## config.mk

```make
export PLATFORM = sky130hd
export DESIGN_NAME = mac_array_sequencer
export DESIGN_NICKNAME = d
export VERILOG_FILES = /design/src/rtl/mac_array_sequencer.sv
export SDC_FILE = /design/constraint.sdc
export NUM_CORES = 1
export LEC_CHECK = 0
export CAP_MARGIN = 20
export CELL_PAD_IN_SITES_DETAIL_PLACEMENT = 2
export CELL_PAD_IN_SITES_GLOBAL_PLACEMENT = 2
export CORE_ASPECT_RATIO = 0.75
export CORE_UTILIZATION = 30
export DETAILED_ROUTE_END_ITERATION = 10
export PLACE_DENSITY = 0.84
export SETUP_SLACK_MARGIN = 0.5
export SLEW_MARGIN = 10
export SYNTH_ARGS = -nofsm -noshare
export SYNTH_HDL_FRONTEND = slang
export SYNTH_SLANG_ARGS = --single-unit
```

## constraint.sdc

```tcl
create_clock -name clk_i -period 13.7 [get_ports clk_i]
set_input_delay 2.74 -clock clk_i [delete_from_list [all_inputs] [get_ports clk_i]]
set_output_delay 2.74 -clock clk_i [all_outputs]
set_load 0.005 [all_outputs]
```

## src/rtl/mac_array_sequencer.sv

```systemverilog
// mac_array_sequencer
// Per-layer controller for the MAC array control block. Started by the layer decoder, it
// reads one 5x5 weight set (five BRAM rows) into the weight preload chain for conv layers,
// then for each tile pops one ifmap word from the preload FIFO and fires one compute strobe
// (load_mac_weight for conv, pooling_compute for pool). It also owns the per-lane enable mask.
//
// Ports
//   clk_i, rst_i              clock (rising edge) / asynchronous active-high reset
//   start_i, abort_i          launch a layer (IDLE only) / synchronous abort back to IDLE
//   cfg_*_i                   layer configuration, latched when start_i is taken
//   ifmaps_fifo_empty_i       first-word-fall-through preload FIFO empty flag
//   ifmaps_fifo_rd_en_o       FIFO pop
//   weight_bram_en_o/addr_o   weight BRAM read port (1-cycle read latency)
//   load_weight_preload_o     shift one BRAM row into the preload chain
//   load_ifmaps_o             capture FIFO head into the MAC ifmap registers
//   load_mac_weight_o         conv compute strobe
//   pooling_compute_o         pool compute strobe
//   operation_o/kernel_size_o latched configuration forwarded to the array
//   enable_o                  lane enable mask, lanes below active count while busy
//   busy_o, done_o            layer in progress / one-cycle end-of-layer pulse
//   tiles_done_o              compute strobes issued in the current/last layer
// Every output comes from a flop or a decode of the state register.

module mac_array_sequencer #(
  parameter int unsigned MAC_NUM            = 256,
  parameter int unsigned BRAM_ADDRESS_WIDTH = 12,
  parameter int unsigned TILE_CNT_WIDTH     = 16
) (
  input  logic                          clk_i,
  input  logic                          rst_i,
  input  logic                          start_i,
  input  logic                          abort_i,
  input  logic [1:0]                    cfg_operation_i,
  input  logic [4:0]                    cfg_kernel_size_i,
  input  logic [BRAM_ADDRESS_WIDTH-1:0] cfg_weight_base_i,
  input  logic [TILE_CNT_WIDTH-1:0]     cfg_num_tiles_i,
  input  logic [$clog2(MAC_NUM):0]      cfg_active_macs_i,
  input  logic                          ifmaps_fifo_empty_i,
  output logic                          ifmaps_fifo_rd_en_o,
  output logic                          weight_bram_en_o,
  output logic [BRAM_ADDRESS_WIDTH-1:0] weight_bram_addr_o,
  output logic                          load_weight_preload_o,
  output logic                          load_ifmaps_o,
  output logic                          load_mac_weight_o,
  output logic                          pooling_compute_o,
  output logic [1:0]                    operation_o,
  output logic [4:0]                    kernel_size_o,
  output logic [MAC_NUM-1:0]            enable_o,
  output logic                          busy_o,
  output logic                          done_o,
  output logic [TILE_CNT_WIDTH-1:0]     tiles_done_o
);

  typedef enum logic [2:0] {
    StIdle, StWRd, StWDrain, StIfWait, StIfLoad, StCompute, StDone
  } state_e;

  state_e                        state_q, state_d;
  logic [1:0]                    op_q;
  logic [4:0]                    ks_q;
  logic [BRAM_ADDRESS_WIDTH-1:0] addr_q;
  logic [TILE_CNT_WIDTH-1:0]     num_tiles_q;
  logic [TILE_CNT_WIDTH-1:0]     tiles_q;
  logic [2:0]                    row_q;
  logic                          preload_q;
  logic [MAC_NUM-1:0]            enable_q;
  logic [MAC_NUM-1:0]            lane_mask;

  logic take_start;
  logic cfg_is_pool;
  logic is_pool;
  logic last_tile;

  assign take_start  = (state_q == StIdle) && start_i;
  // Only 2'b01 selects pooling; the reserved encodings behave as conv.
  assign cfg_is_pool = (cfg_operation_i == 2'b01);
  assign is_pool     = (op_q == 2'b01);
  assign last_tile   = ((tiles_q + TILE_CNT_WIDTH'(1)) == num_tiles_q);

  // Counts above MAC_NUM naturally saturate to all lanes enabled.
  always_comb begin
    lane_mask = '0;
    for (int unsigned i = 0; i < MAC_NUM; i++) begin
      lane_mask[i] = (i < 32'(cfg_active_macs_i));
    end
  end

  always_comb begin
    state_d = state_q;
    unique case (state_q)
      StIdle: begin
        if (start_i) begin
          if (!cfg_is_pool)                   state_d = StWRd;
          else if (cfg_num_tiles_i == '0)     state_d = StDone;
          else                                state_d = StIfWait;
        end
      end
      StWRd:     if (row_q == 3'd4) state_d = StWDrain;
      StWDrain:  state_d = (num_tiles_q == '0) ? StDone : StIfWait;
      StIfWait:  if (!ifmaps_fifo_empty_i) state_d = StIfLoad;
      StIfLoad:  state_d = StCompute;
      StCompute: state_d = last_tile ? StDone : StIfWait;
      StDone:    state_d = StIdle;
      default:   state_d = StIdle;
    endcase
    // Abort outranks every transition but is ignored in IDLE (start wins there).
    if (abort_i && (state_q != StIdle)) state_d = StIdle;
  end

  always_ff @(posedge clk_i or posedge rst_i) begin
    if (rst_i) begin
      state_q     <= StIdle;
      op_q        <= '0;
      ks_q        <= '0;
      addr_q      <= '0;
      num_tiles_q <= '0;
      tiles_q     <= '0;
      row_q       <= '0;
      preload_q   <= 1'b0;
      enable_q    <= '0;
    end else begin
      state_q   <= state_d;
      // BRAM data arrives one cycle after the read; abort drops the in-flight row.
      preload_q <= (state_q == StWRd) && !abort_i;
      if (take_start) begin
        op_q        <= cfg_operation_i;
        ks_q        <= cfg_kernel_size_i;
        addr_q      <= cfg_weight_base_i;
        num_tiles_q <= cfg_num_tiles_i;
        tiles_q     <= '0;
        row_q       <= '0;
        enable_q    <= lane_mask;
      end else begin
        if (state_q == StWRd) begin
          addr_q <= addr_q + BRAM_ADDRESS_WIDTH'(1);
          row_q  <= row_q + 3'd1;
        end
        if ((state_q == StCompute) && !abort_i) tiles_q <= tiles_q + TILE_CNT_WIDTH'(1);
        if (state_d == StIdle) enable_q <= '0;
      end
    end
  end

  assign ifmaps_fifo_rd_en_o   = (state_q == StIfLoad);
  assign load_ifmaps_o         = (state_q == StIfLoad);
  assign weight_bram_en_o      = (state_q == StWRd);
  assign weight_bram_addr_o    = addr_q;
  assign load_weight_preload_o = preload_q;
  assign load_mac_weight_o     = (state_q == StCompute) && !is_pool;
  assign pooling_compute_o     = (state_q == StCompute) && is_pool;
  assign operation_o           = op_q;
  assign kernel_size_o         = ks_q;
  assign enable_o              = enable_q;
  assign busy_o                = (state_q != StIdle);
  assign done_o                = (state_q == StDone);
  assign tiles_done_o          = tiles_q;

endmodule

```

# After elaboration in Yosys (flattened, before gate mapping)
# Cells that the tools add are included.
# W data, S select, Z words.
word_totals:
  mem_bits_ro: 0
  output_inout_bits: 299
  input_bits: 49
  latchBits: 0
  mem_count: 0
  elab_cells: 311
  mem_bits_rw: 0
  reg_bits: 314
classes:
  reduce_logical: 16
  n_addsub: 3
  n_mux: 17
  n_shift: 0
  bitwise_logic: 0
  magnitude_cmp: 256
  n_eq_ne: 10
  multipliers: 0
  div_mod_pow: 0
ops:
  columns: ["operator", "count"]
  rows:
  - ["$lt A8 B9 Y1 const A", 128]
  - ["$lt A7 B9 Y1 const A", 64]
  - ["$mux W256", 2]
  - ["$lt A6 B9 Y1 const A", 32]
  - ["$lt A5 B9 Y1 const A", 16]
  - ["$lt A4 B9 Y1 const A", 8]
  - ["$lt A3 B9 Y1 const A", 4]
  - ["$logic_not A16 Y1", 2]
  - ["$mux W16", 2]
  - ["$mux W3", 10]
  - ["$mux W12", 2]
  - ["$lt A1 B9 Y1 const A", 2]
  - ["$lt A2 B9 Y1 const A", 2]
  - ["$pmux W3 S6", 1]
  - ["$add A16 B1 Y16 const B", 1]
  - ["$eq A16 B16 Y1", 1]
  - ["$add A12 B1 Y12 const B", 1]
  - ["$eq A3 B3 Y1 const B", 4]
  - ["$eq A3 B2 Y1 const B", 2]
  - ["$logic_and A1 B1 Y1", 6]
  - ["$logic_not A3 Y1", 2]
  - ["$reduce_bool A2 Y1", 3]
  - ["$eq A2 B1 Y1 const B", 2]
  - ["$add A3 B1 Y3 const B", 1]
  - ["other kinds (3)", 4]

# Logic depth before layout (Yosys ltp)
# Gate-level depths: netlist (run 1).
depth:
  word_depth: 9
  depth_mapped: 11

# Worst setup path after synthesis (run 1)
# Ideal clock, no wire load.
synth_path:
  path_type: "input port to flip-flop"
  startpoint: "input port cfg_active_macs_i[8]"
  endpoint: "register enable_q[49] (netlist: enable_o[49])"
  setup_ns: 0.121
  arrival_time_ns: 4.303
  setup_slack_ns: 9.276
  t_required_ns: 13.579
  path_stages: 8
  n_path_buf: 3
  path_cell_list: "or2_2 -> clkbuf_1 -> nor2_1 -> and2_1 -> clkbuf_1 -> buf_1 -> nand2_1 -> a22o_1"
synth_between:
  elab_chain_len: 2
synth_rtl:
  columns: ["element", "line", "text"]
  rows:
  - ["start, declared", "37", "input logic [$clog2(MAC_NUM):0] cfg_active_macs_i,"]
  - ["$lt A6 B9 Y1", "84", "lane_mask[i] = (i < 32'(cfg_active_macs_i));"]
  - ["$mux W256", "125", "if (take_start) begin"]
  - ["end signal, assigned", "132", "enable_q <= lane_mask;"]
  - ["end, declared", "66", "logic [MAC_NUM-1:0] enable_q;"]
# Every way passes these cells.
# A chain may end at the register's enable or synchronous reset.

# Worst setup path in the final report (run 1)
layout_path:
  startpoint: "input port start_i"
  endpoint: "register enable_q[214] (netlist: enable_o[214])"
layout_between:
  elab_chain_len: 5
  elab_cells_between_ends: 7
layout_rtl:
  columns: ["element", "line", "text"]
  rows:
  - ["start, declared", "31", "input logic start_i,"]
  - ["$mux W3", "92", "if (start_i) begin"]
  - ["$pmux W3 S6", "90", "unique case (state_q)"]
  - ["$mux W3", "107", "if (abort_i && (state_q != StIdle)) state_d = StIdle;"]
  - ["named net state_d[1]", "58", "state_e state_q, state_d;"]
  - ["$logic_not A3 Y1", "139", "if (state_d == StIdle) enable_q <= '0;"]
  - ["$reduce_bool A2 Y1 (no line)", null, null]
# The timed path passes the listed nets, and every way through them passes these cells.

==> impl_results.md, run 1 <==
- Min Tclk post-route: 6340 ps
- Outcome: finished, final reports clean
- Root Buffer: clkbuf_16
- Required @ worst endpoint: around 14,000 ps
- Internal reg-to-reg setup slack: 9430 ps
- Flop pwr share: 36.6%
- Max_cap viols: 0
- First-pass GRT wire length: around 90 mm
- RePlAce Congestion: 0.783
- Hold crit path type: reg -> reg
- Die Y: 187 um
- Synth Area in Compound Gates: 21.5%
- Syn_area_per_cell: 9.56 um2
- Most used cell, CP: buf_4
- Sequential area share after synthesis: 57.4%
- RSZ-0062 raised after global routing: no
- Top_reg_cell synth: dfrtp_1
- Slowest cell delay on critical path: 780 ps
- Largest net degree at the start of global routing: 109
- Num rows: 67
- Initial antenna violation count: 4
- Final setup fails: 0
- Number of synthesized flops with an enable pin: 0
- Final Cell Area: ~0.019 mm2
- Syn Inst Count: 1,433
- Area Overhead vs Synth: 38.2%
- Hold Vio Cnt, Final: 0
- Dpl cell area: around 0.018 mm2
- IO Pins: 348
- Syn_nets: between 1,000 and 1,500
- GRT Overall Usage: about a quarter
- ANT cells: 0
- Post-synthesis adder-cell area fraction: 0.365%
- Simple-Gate Fraction of Synth Area: between 15 and 20%
- First DRT Iteration DRCs: 674
- CTS clock-pin slew for the worst setup and hold paths: 60 ps
- DR vias: 12,500
- DRT Pass-1 Iters: 4
- Number of port buffers: 347
- Cells along the critical path: clkdlybuf4s50_1 > nor4b_4 > buf_4 > nand3b_1 > a31oi_1 > a21oi_1 > a311oi_4 > buf_4 > buf_4 > nand2_1 > nand2_1
- Post-Route WL: ~58 mm
- Combinational power share: 42.4%
- Clk Latency, worst-skew pair: roughly 520 ps
- Routed Antenna Nets: 0
- H-tree depth: 2
- Post-synth top area share: 57.4%
- Resize count post-CTS: 0
- Share of cells above drive strength 1: under 10%
- Vias in the first global route: 13,600
- Internal Dissipation: 2.82 mW
- TritonCTS sink count: 314
- Crit end category: flop
- Max FO, Critical Path: 77
- CTS Buf Count: 36
- CP Launch Type: primary input
- Flop and latch count out of synthesis: 314
- Arrival time of the worst setup path: between 6000 and 7000 ps
- P_sw: 1.62 mW
- Async SR Flop Fraction: 100%
- Library cells used by synthesis: 48
- Crit share post-route: 46.2%
- Global route overflow: 0
- Peak supply drop: 0.108 mV
- Vias per cell: 5.31
- CTS Hold Bufs: 0
- Post-synthesis mux area share: 0%
- FMAX: 0.158 GHz
- Final nets: 1,794
- Area leader, netlist: dfrtp_1
- Slew Limit Fails: 0
- Power per cell area: 235 mW/mm2
- Actual slew at the worst max-slew pin: approximately 1100 ps
- CTS max path bufs: 3
- Clock share of power: 21.1%
- Clock skew: 16.4 ps
- Cell Area, Synth: 0.0137 mm2
- Avg WL per Cell: 24.7 um
- CTS tree: built
- Synth warnings: 0
- Sw frac: 36.5%
- CP max stage cell: buf_4
- Initial core utilization: 30.5%
- Slew headroom: 24.6%
- Setup Buffers After CTS: 0
- Leak: around 8.8 nW
- Sum Neg Setup Slack: 0 ps
- Largest family of logic cells by synthesized area: compound AO/OA/AOI/OAI gates
- Die area: between 0.04 and 0.05 mm2
- DRC viols: 0
- Die X: 249 um
- Fillcell total: 4,737
- Critical path start-end classification: in -> reg
- DP HPWL: 39.8 mm
- Xor-xnor portion of the synthesized cell area: 1.54%
- Core area: 0.0448 mm2
- Synth area leaders: dfrtp_1 57%, nand2_1 9.5%, o21ai_0 5.7%
==> placed cells by master, fill, tap and decap left out, drive strengths merged, types with 6 or more instances in the layout <==
master,count
nor3,8
nand4,9
nor4,9
dfrtp,314
xor2,11
clkdlybuf4s50,347
inv,11
clkbuf,50
clkinv,7
nand2,347
or3,6
xnor2,13
buf,34
a21oi,101
and2,8
nand2b,7
a21o,75
nand3,13
a211oi,9
nor2,67
a22o,80
and3,11
o31ai,8
o21ai,161
==> kinds of logic (layout without fill, tap and decap cells) <==
group           after synthesis  after routing
fa+ha+maj                     4              4
buf+inv                     121            450
flops                       314            314
compound gates              464            464
simple gates                506            506
xor+xnor                     24             24
==> metal layers <==
layer / up-vias / part of all wire [%] / global-route usage [%]
li1: 5568 / - / -
met1: 6509 / 46 / 33.7
met2: 310 / 47 / 39.7
met3: 86 / 5.3 / 5.65
met4: 6 / 2.0 / 6.04
met5: - / 0.066 / 0
==> cell type report <==
class                           instances  area, um2  share of cell area (%)
Clock inverter                          9       73.8                   0.390
Inverter                               10       45.0                   0.238
Multi-Input combinational cell        998       5410                    28.6
Sequential cell                       314       7860                    41.5
Timing Repair Buffer                  381       3770                    19.9
Tap cell                              586        733                    3.87
Clock buffer                           50       1030                    5.47
==> flip-flops by register name (all words and copies together) (netlist names) <==
register,count
operation_o,2
kernel_size_o,5
enable_o,256
row_q,3
load_weight_preload_o,1
weight_bram_addr_o,12
tiles_done_o,16
num_tiles_q,16
state_q,3
==> worst paths after layout <==
| check | start | endpoint | cells after the start |
|---|---|---|---|
| min | enable_o[207] | enable_o[207] | 2 |
| min in group asynchronous | rst_i | weight_bram_addr_o[5] | 2 |
| max reg2reg | state_q[2] | enable_o[214] | 10 |
| min reg2reg | enable_o[207] | enable_o[207] | 2 |
| max | start_i | enable_o[214] | 11 |
| max in group asynchronous | rst_i | enable_o[186] | 4 |
==> worst max-delay path, delay by kind of cell <==
| kind | cells | cell delay (ps) |
|---|---|---|
| buffers and inverters | 4 | 2570 |
| AND/OR/NAND/NOR | 4 | 720 |
| AO/OA/AOI/OAI | 3 | 670 |
==> metrics by stage <==
step	utilization, %	setup slack, ps	hold WS (ps)	total power [mW]	instances
2_1_floorplan	-	2270	463	2.37	1433
3_3_place_gp	39.5	6780	452	3.39	2283
3_5_place_dp	39.6	6700	456	3.51	2285
4_1_cts	42.0	7220	469	4.48	2344
5_1_grt	42.2	7130	496	4.69	2348
6_report	42.2	7360	467	4.44	2348
==> power by group through the flow <==
stage | clock network (mW) | logic, mW | registers, mW
after floorplan | 0 | 0.804 | 1.57
after CTS | 0.962 | 1.89 | 1.63
final | 0.936 | 1.88 | 1.62
after detailed placement | 0 | 1.87 | 1.63
after global routing | 0.992 | 2.03 | 1.66
after global placement | 0 | 1.78 | 1.61
==> cell usage after synthesis (all sizes together), types with 13 or more instances <==
cell type,number
nand2,347
dfrtp,314
o21ai,161
a21oi,101
a22o,80
a21o,75
clkbuf,69
nor2,67
buf,42
nand3,13
xnor2,13
No activity file was read; power rests on OpenSTA's default activity.
==> run 2, diff against run 1 <==
Clock period 13.7 ns to 6.5 ns, I/O delays scaled along.
==> impl_results.md, run 2 (synthesis results as in run 1) <==
- CP max stage cell: a311oi_4
- CTS clock-pin slew for the worst setup and hold paths: 60 ps (about the same)
- Post-Route WL: 58.9 mm (+1.5%)
- Largest net degree at the start of global routing: 173 (+59%)
- Area Overhead vs Synth: 39.2%
- DP Worst Slack: 2120 ps (-4580 ps)
- Clock skew: 21.9 ps (+5.48 ps)
- Most frequent cells in the layout: 347 x nand2_1, 347 x clkdlybuf4s50_1, 314 x dfrtp_1
- RSZ-0062 raised after global routing: no
- DRC viols: 0 (unchanged)
- Num rows: 67 (unchanged)
- FMAX: 0.258 GHz
- H-tree depth: 2 (unchanged)
- RePlAce Congestion: 0.795 (+1.5%)
- Slew Limit Fails: 0 (unchanged)
- Required @ worst endpoint: 6930 ps (-7220 ps)
- Hold crit path type: reg -> reg
- Power per cell area: 500 mW/mm2 (+110%)
- DP HPWL: 40.0 mm (+0.37%)
- Crit path max-delay family: compound AO/OA/AOI/OAI gates
- Crit end category: flop
- Global route overflow: 0 (unchanged)
- Actual slew at the worst max-slew pin: 1140 ps (+11.3 ps)
- Die Y: 187 um (unchanged)
- Setup Buffers After CTS: 0 (unchanged)
- Cells along the critical path: clkdlybuf4s50_1 > nor4b_4 > nand3b_1 > a31oi_1 > a21oi_1 > a311oi_4 > buf_4 > nand2_1 > o21ai_0
- Resize count post-CTS: 0 (unchanged)
- Dpl cell area: 0.0178 mm2 (+0.27%)
- Leak: 8.85 nW (+0.76%)
- Initial antenna violation count: 2 (-2)
- Core area: 0.0448 mm2 (unchanged)
- Initial core utilization: 30.5% (unchanged)
- Die X: 249 um (unchanged)
- CP Launch Type: primary input
- Routed Antenna Nets: 0 (unchanged)
- Vias per cell: 5.35 (+0.59%)
- Vias in the first global route: 14,000 (+3.3%)
- CTS Hold Bufs: 0 (unchanged)
- GRT Overall Usage: 25.1% (+0.41 points)
- Total power: 9.53 mW (+110%)
- IO Pins: 348 (unchanged)
- Root Buffer: clkbuf_16
- Critical path start-end classification: in -> reg
- TritonCTS sink count: 314 (unchanged)
- CTS tree: built
- Die area: 0.0465 mm2 (unchanged)
- Final setup fails: 0 (unchanged)
- CTS Buf Count: 36 (unchanged)
- Final Cell Area: 0.0191 mm2 (+0.73%)
- Arrival time of the worst setup path: 4320 ps (-2470 ps)
- Slew headroom: 23.8% (-0.76 points)
- Hold Vio Cnt, Final: 0 (unchanged)
- Final nets: 1,797 (+0.17%)
- First-pass GRT wire length: 90.4 mm (+2.2%)
- Max_cap viols: 0 (unchanged)
- PnR worst setup slack: 2620 ps (-4750 ps)
- Slowest cell delay on critical path: 770 ps (about the same)
- Clk Latency, worst-skew pair: 530 ps (about the same)
- CTS max path bufs: 3 (unchanged)
- Crit share post-route: 59.7%
- Min Tclk post-route: between 3000 and 4000 ps
- Max FO, Critical Path: 54 (-30%)
- Sum Neg Setup Slack: 0 ps (unchanged)
- Outcome: finished, final reports clean
- Avg WL per Cell: 24.9 um (+0.98%)
- First DRT Iteration DRCs: 740 (+9.8%)
- Peak supply drop: 0.259 mV (+140%)
- Largest register FFs: 256 (unchanged)
- DR vias: 12,600 (+1.1%)
- Share of cells above drive strength 1: 6.21% (+0.082 points)
- DRT Pass-1 Iters: 5 (+1)
- Number of port buffers: 347 (unchanged)
- Worst path buffer plus inverter count: 2 (-2)
==> run 2: cell types whose count changed in the layout (fill, tap and decap cells not counted), sizes merged <==
cell      before  now
inv           11    9
clkinvlp       0    1
clkbuf        50   59
buf           34   37
clkinv         7    5
diode          0    4
==> run 2: path summary, 6_finish.rpt <==
| check | startpoint | to | slack, ps | depth (start not counted) |
|---|---|---|---|---|
| hold reg to reg | enable_o[146] | enable_o[146] | 470 | 2 |
| max in group asynchronous | rst_i | enable_o[46] | 3650 | 3 |
| min in group asynchronous | rst_i | weight_bram_addr_o[3] | 1290 | 2 |
| hold / removal | enable_o[146] | enable_o[146] | 470 | 2 |
| setup reg to reg | num_tiles_q[2] | enable_o[232] | 3140 | 8 |
| setup / recovery | start_i | enable_o[232] | 2620 | 9 |
==> run 2: power by group <==
group | total [mW] | internal (mW) | switching, mW
Sequential | 3.43 | 2.77 | 0.660
Clock | 2.11 | 1.26 | 0.846
Combinational | 3.99 | 2.03 | 1.96
Total | 9.53 | 6.06 | 3.47
==> run 2: metal layers <==
metal,wire length [um],vias up,track usage (%),share of wire [%]
met4,855,0,4.73,1.5
met1,27200,6662,34.6,46
met3,3180,55,5.39,5.4
met2,27700,339,41.0,47
li1,-,5566,-,-
met5,0,-,0,0
==> run 2: layout make-up <==
type / count / area [um2]
Antenna cell: 4 / 10.0
Clock buffer: 59 / 1160
Clock inverter: 6 / 66.3
Fill cell: 4692 / 25800
Inverter: 10 / 41.3
Multi-Input combinational cell: 998 / 5380
Sequential cell: 314 / 7860
Tap cell: 586 / 733
Timing Repair Buffer: 384 / 3810
==> run 2: worst min-delay path, stage by stage (launching register included) <==
cell,delay [ps]
dfrtp_1,340
nand2_1,50
nand2_1,50
==> run 2: stage by stage <==
step / hold WS, ps / instances / util, %
floorplan: 463 / 1433 / -
global placement: 453 / 2286 / 39.6
detailed placement: 464 / 2288 / 39.7
CTS: 477 / 2353 / 42.4
global route: 503 / 2357 / 42.5
finish: 468 / 2361 / 42.5
==> run 3, diff against run 2 <==
Settings changed: CORE_UTILIZATION 30 to 27, PLACE_DENSITY 0.84 to 0.8.
Clock period 6.5 ns to 3.2 ns, I/O delays scaled along.
==> impl_results.md, run 3 (synthesis results as in run 1) <==
- Slew Limit Fails: 0 (unchanged)
- Internal Dissipation: 13.0 mW (+110%)
- First DRT Iteration DRCs: 658 (-11%)
- Final Non-Filler Cells: 2,492 (+5.5%)
- Clock skew: 26.4 ps (+4.52 ps)
- Outcome: finished, final reports clean
- Num rows: 71 (+6.0%)
- Share of cells above drive strength 1: 11.1% (+4.9 points)
- Area of the multi-input gates: 0.00551 mm2 (+2.3%)
- Min Tclk post-route: 2680 ps
- Largest net degree at the start of global routing: 107 (-38%)
- Power per cell area: 1010 mW/mm2 (+100%)
- Initial antenna violation count: 3 (+1)
- Root Buffer: clkbuf_16
- FMAX: roughly 0.37 GHz
- Critical path start-end classification: reg -> out
- DRC viols: 0 (unchanged)
- Cell count after placement: 2,409 (+5.3%)
- Slew headroom: 36.8% (+13 points)
- CTS clock-pin slew for the worst setup and hold paths: 60 ps (about the same)
- Final setup fails: 0 (unchanged)
- Crit share post-route: 83.9%
- Hold crit path type: in -> async
- GRT Overall Usage: 23.2% (-1.9 points)
- Most frequent cells in the layout: 347 x clkdlybuf4s50_1, 345 x nand2_1, 308 x dfrtp_1
- Initial core utilization: 27.3% (-3.2 points)
- Max FO, Critical Path: 13 (-76%)
- CTS Hold Bufs: 0 (unchanged)
- Routed Antenna Nets: 0 (unchanged)
- Total power: 20.2 mW (+110%)
- CTS Buf Count: 37 (+2.8%)
- Avg WL per Cell: 24.2 um (-3.0%)
- Area Overhead vs Synth: 45.9%
- FF/Latch Area: 0.00787 mm2 (about the same)
- H-tree depth: 2 (unchanged)
- Sw frac: 35.8% (-0.54 points)
- Max_cap viols: 0 (unchanged)
- CTS max path bufs: 3 (unchanged)
- Core area: 0.0501 mm2 (+12%)
- Arrival time of the worst setup path: 2040 ps (-2280 ps)
- Combinational power share: 44.4% (+2.5 points)
- Clock share of power: 21.1% (-1.0 points)
- Hold Vio Cnt, Final: 0 (unchanged)
- Fillcell total: 5,341 (+14%)
- First-pass GRT wire length: 91.1 mm (+0.86%)
- Peak supply drop: 0.331 mV (+28%)
- P_sw: 7.25 mW (+110%)
- Die X: 262 um (+5.4%)
- Clk Latency, worst-skew pair: 550 ps (+20 ps)
- TritonCTS sink count: 314 (unchanged)
- Global route overflow: 0 (unchanged)
- Number of port buffers: 347 (unchanged)
- Die Y: 197 um (+5.4%)
- RePlAce Congestion: 0.778 (-2.2%)
- Most common cell after layout, fill and taps aside: clkdlybuf4s50_1
- Final nets: 1,865 (+3.8%)
- Vias per cell: 5.16 (-3.4%)
- Largest register FFs: 256 (unchanged)
- Flop pwr share: 34.5% (-1.5 points)
- Vias in the first global route: 14,100 (+0.22%)
- WHS: 443 ps (-24.5 ps)
- CTS tree: built
- Required @ worst endpoint: 2560 ps (-4370 ps)
- CP Launch Type: flop
- Leak: 9.24 nW (+4.4%)
- DP HPWL: 41.6 mm (+4.2%)
- RSZ-0062 raised after global routing: yes
- Die area: 0.0516 mm2 (+11%)
- DR vias: 12,900 (+2.0%)
- Crit end category: primary output
- DRT Pass-1 Iters: 5 (unchanged)
- IO Pins: 348 (unchanged)
- R2r worst-path depth: 10 (+2)
- Post-Route WL: 60.3 mm (+2.4%)
- Actual slew at the worst max-slew pin: 945 ps (-190 ps)
[run 3: routing by layer]
layer | share of wire (%) | routed length, um | vias to the layer above | track usage, %
li1 | - | - | 5711 | -
met1 | 45 | 27100 | 6724 | 31.7
met2 | 47 | 28400 | 350 | 37.4
met3 | 5.7 | 3440 | 82 | 4.86
met4 | 2.3 | 1370 | 2 | 5.72
met5 | 0.022 | 13 | - | 0
[run 3: cell type report]
type	count	area share (%)
clock buffers	50	5.23
repair buffers	451	22.7
multi-input cells	998	27.6
diodes	2	0.0251
inverters	10	0.226
well taps	657	4.12
clock inverters	10	0.783
flip-flops and latches	314	39.4
[run 3: repair_timing]
action                     CTS  global route
gates cloned                 3             0
resized for setup           21            18
setup buffers               10             8
setup endpoints to repair  120           217
pin swaps                    1             5
[run 3: power groups by stage]
| stage | Clock (mW) | Combinational [mW] | Sequential [mW] |
|---|---|---|---|
| 2_1_floorplan | 0 | 3.44 | 6.71 |
| 3_3_place_gp | 0 | 7.96 | 6.97 |
| 3_5_place_dp | 0 | 8.31 | 7.03 |
| 4_1_cts | 4.39 | 8.98 | 6.97 |
| 5_1_grt | 4.53 | 9.77 | 7.15 |
| 6_report | 4.28 | 8.98 | 6.97 |
[run 3: worst max-delay path, stage by stage, from the launching register on]
cell	delay [ps]
dfrtp_2	520
nor2_2	210
nand2_2	150
clkinvlp_4	130
clkdlybuf4s50_1	500
[run 3: path summary, 6_finish.rpt]
check                                   endpoint     startpoint  slack, ps
worst max-delay path            weight_bram_en_o     state_q[2]        520
worst min-delay path                enable_o[68]          rst_i        440
worst max register to register     enable_o[220]     state_q[1]        540
worst min register to register     enable_o[199]  enable_o[199]        470
max in group asynchronous          enable_o[183]          rst_i       1850
min in group clk_i                 enable_o[199]  enable_o[199]        470
[run 3: through the flow]
step | area (um2) | worst slack [ps] | TNS [ps] | utilization [%]
after floorplan | 13700 | -1620 | -509580 | -
after global placement | 18400 | 182 | 0 | 36.7
after detailed placement | 18400 | 55.1 | 0 | 36.7
after CTS | 19900 | 374 | 0 | 39.6
after global routing | 20000 | 468 | 0 | 39.9
final | 20000 | 515 | 0 | 39.9
